===== config.mk =====
export PLATFORM = sky130hd
export DESIGN_NAME = encoder_4to2_queued
export DESIGN_NICKNAME = d
export VERILOG_FILES = /design/src/rtl/encoder_4to2_queued.sv
export SDC_FILE = /design/constraint.sdc
export NUM_CORES = 1
export LEC_CHECK = 0
export CORE_AREA = 2 2 39 41
export DETAILED_ROUTE_END_ITERATION = 7
export DIE_AREA = 0 0 41 43
export HOLD_SLACK_MARGIN = 0.06
export PLACE_DENSITY_LB_ADDON = 0.12
export SYNTH_ARGS = -nofsm -noshare
export SYNTH_HDL_FRONTEND = slang
export SYNTH_SLANG_ARGS = --single-unit

===== constraint.sdc =====
create_clock -name clk -period 1.4 [get_ports clk]
set_clock_uncertainty 0.15 [all_clocks]
set_input_delay 0.28 -clock clk [delete_from_list [all_inputs] [get_ports clk]]
set_output_delay 0.28 -clock clk [all_outputs]
set_load 0.05 [all_outputs]

===== src/rtl/encoder_4to2_queued.sv =====
// Queued N-to-log2(N) encoder with a registered valid/ready output and a sticky drop flag.
// Define ENC_ROUND_ROBIN_EN for round-robin selection; the default is highest-index priority.
module encoder_4to2_queued #(
    parameter int N = 4,
    parameter int W = $clog2(N)
) (
    input  logic         clk,
    input  logic         rst_n,
    input  logic [N-1:0] req_i,
    input  logic         flush_i,
    output logic         out_valid,
    input  logic         out_ready,
    output logic [W-1:0] out_code,
    output logic [N-1:0] pending_o,
    output logic         drop_o
);

    logic [N-1:0] pending_q;
    logic         valid_q;
    logic [W-1:0] code_q;
    logic         drop_q;

    logic [W-1:0] sel;
    logic         load;
    logic [N-1:0] load_mask;
    logic [N-1:0] lost;

`ifdef ENC_ROUND_ROBIN_EN
    logic [W-1:0] ptr_q;
    logic [W-1:0] idx;
    logic         found;

    // Search starts just above the last served index and wraps around.
    always_comb begin
        sel   = '0;
        idx   = '0;
        found = 1'b0;
        for (int i = 1; i <= N; i++) begin
            idx = ptr_q + W'(i);
            if (!found && pending_q[idx]) begin
                sel   = idx;
                found = 1'b1;
            end
        end
    end

    always_ff @(posedge clk or negedge rst_n) begin
        if (!rst_n) begin
            ptr_q <= '0;
        end else if (flush_i) begin
            ptr_q <= '0;
        end else if (load) begin
            ptr_q <= sel;
        end
    end
`else
    always_comb begin
        sel = '0;
        for (int k = 0; k < N; k++) begin
            if (pending_q[k]) begin
                sel = W'(k);
            end
        end
    end
`endif

    assign load      = (~valid_q | out_ready) & (|pending_q);
    assign load_mask = load ? (N'(1) << sel) : '0;
    // A request on a bit that stays pending merges into it and is lost.
    assign lost      = req_i & pending_q & ~load_mask;

    always_ff @(posedge clk or negedge rst_n) begin
        if (!rst_n) begin
            pending_q <= '0;
            valid_q   <= 1'b0;
            code_q    <= '0;
            drop_q    <= 1'b0;
        end else if (flush_i) begin
            pending_q <= '0;
            valid_q   <= 1'b0;
            code_q    <= '0;
            drop_q    <= 1'b0;
        end else begin
            pending_q <= (pending_q & ~load_mask) | req_i;
            if (|lost) begin
                drop_q <= 1'b1;
            end
            if (load) begin
                valid_q <= 1'b1;
                code_q  <= sel;
            end else if (valid_q && out_ready) begin
                valid_q <= 1'b0;
            end
        end
    end

    assign out_valid = valid_q;
    assign out_code  = code_q;
    assign pending_o = pending_q;
    assign drop_o    = drop_q;

endmodule


==> results.ini <==
[timing]
max_freq_ghz=0.711
setup_viol=1
slew_headroom_pct=73.6
worst_slack_ns=-0.00550
fin_crit_ns=1.41
rsz0062_at_grt=true
period_share_pct=100
hold_viol_final=0
worstMarginPinSlew_ns=0.394
setup_tns_ns=-0.00550
drv_slew=0

[clocking]
clock_latency_ns=0.25
htree_levels=1
clkSlewWorstSetupHoldPaths_ns=0.06
cts_root_buf=clkbuf_4
cts_max_path_buffers=2
cts_buffers=3
clock-sinks=8
cts_tree=done

[routing]
drc_errors=0
avgViaCountPerCell=4.67
ant_nets=0
vias=378
wirelength_um=941
dr.pass1.iters=4
drt_iter0_markers=2
wl_per_cell_um=11.6

[status]
violations=negative setup slack
outcome=finished with violations

[final_layout]
diodes=0
fin_nets=74
syn_to_final_growth_pct=106
final_common_cell=buf_12
drive_above_1_share_pct=52.3
layout.cells.non_filler=81
postLayoutCellArea_um2=744
final_cell_mix=buf_12, nor2_1, clkdlybuf4s50_1, buf_4

[synth]
ys_warn_count=0
seq_area_frac_synth_pct=55.4
netlist_area_um2=362
yosysUniqueCellTypes=15
synth_seq_cells=8
avgSynthCellArea_um2=9.52
synthCells=38
synth_nets=46

[placement]
place_ws_ns=-0.349
dp_hpwl_um=736
finalWeightedCongestion=0.821
dp_cells=75
port-buffer-count=15
place_area_um2=677

[global_routing]
gr-usage-all-layers_pct=13.0
grt_max_degree=9
antenna_found_initial=0
grt-busiest-layer=met2
grt_util_met2_pct=19.1
met3_usage_pct=1.57
grt_pass1_vias=366
grt_util_met1_pct=18.3
overflow=0
grt_pass1_wl_um=1590

[setup_path]
arrival_ns=1.38
required_ns=1.38
crit_family=simple AND/OR/NAND/NOR gates
path_max_fanout=6
slowest_stage=or4_4
crit_chain=nor2b_4, or4_4, a21oi_2, nor2_1
crit_path_end_kind=register
cp_num_buf_inv=0
crit_path_start_kind=register
critical_path_class=reg2reg
slowest_delay_ns=0.43

[floorplan]
start_util_pct=26.1
die_x_um=41
fp.coreArea_um2=1380
die_h_um=43
ios=16
row_count=14
die_area_um2=1760

[flow_run]
max_cap_viol_count=0

[pwr]
powerDensity_nw_per_um2=1010
power.leakage_nw=0.322
peakVddDrop_mv=0.493

[hold_path]
hold_path_class=in2async

-- kinds of logic (layout without fill, tap and decap cells) --
group,count (synthesis),after routing,share of synthesized area [%]
AO/OA/AOI/OAI,11,11,18.7
buffers and inverters,2,29,2.07
AND/OR/NAND/NOR,17,17,23.9
flip-flops,8,8,55.4
-- metal layers --
layer  routed length, um  share of wire, %
met4                   4              0.43
met3                  56               6.0
met5                   0                 0
met2                 497                53
met1                 383                41
-- through the flow --
step           util, %  power (mW)  hold slack (ns)
4_1_cts           51.8       0.751            0.170
3_3_place_gp      48.9       0.550            0.419
5_1_grt           53.8       0.793            0.188
3_5_place_dp      48.9       0.553            0.437
2_1_floorplan        -       0.399           -0.166
6_report          53.8       0.750            0.168
-- sequential cells by signal, indices dropped and copies added (netlist names) --
signal,flops
out_valid,1
drop_o,1
pending_o,4
out_code,2
-- cells in the mapped netlist, drive strengths merged --
cell type	count	share of area [%]
a31o	1	2.4
nor2	9	9.3
buf	1	1.0
nand3	2	2.8
a21oi	7	11
inv	1	1.0
a211oi	1	2.1
nand2b	1	1.7
or2	1	1.7
nor2b	1	2.4
nor3	2	2.8
dfrtp	8	55
a31oi	2	3.5
or4	1	3.1
-- what timing repair did --
action / 4_1_cts / 5_1_grt
gates resized for setup: 3 / 5
hold buffers: 0 / 0
pin swaps: 0 / 2
setup buffers: 1 / 1
cloned: 0 / 0
setup endpoints to repair: 6 / 7
-- where the power goes --
group          internal, mW  switching (mW)  total, mW
Sequential            0.253          0.0192      0.272
Clock                 0.109          0.0758      0.185
Combinational         0.150           0.143      0.293
-- worst paths after layout --
path                       cells after the start      endpoint  slack, ns        start
max                                            4  pending_o[0]     -0.005    out_valid
min                                            1        drop_o       0.17        rst_n
max reg2reg                                    4  pending_o[0]     -0.005    out_valid
min reg2reg                                    2   out_code[1]       0.45  out_code[1]
max in group asynchronous                      1  pending_o[2]       0.62        rst_n
min in group clk                               4  pending_o[3]       0.43    out_ready
-- layout make-up --
type	count	area [um^2]
inverter	1	3.75
timing repair buffer	24	308
clock buffer	4	26.3
multi-input combinational	28	180
tap	16	20.0
fill	125	639
sequential	8	206
Note: power is estimated with default switching activity, not from simulation.
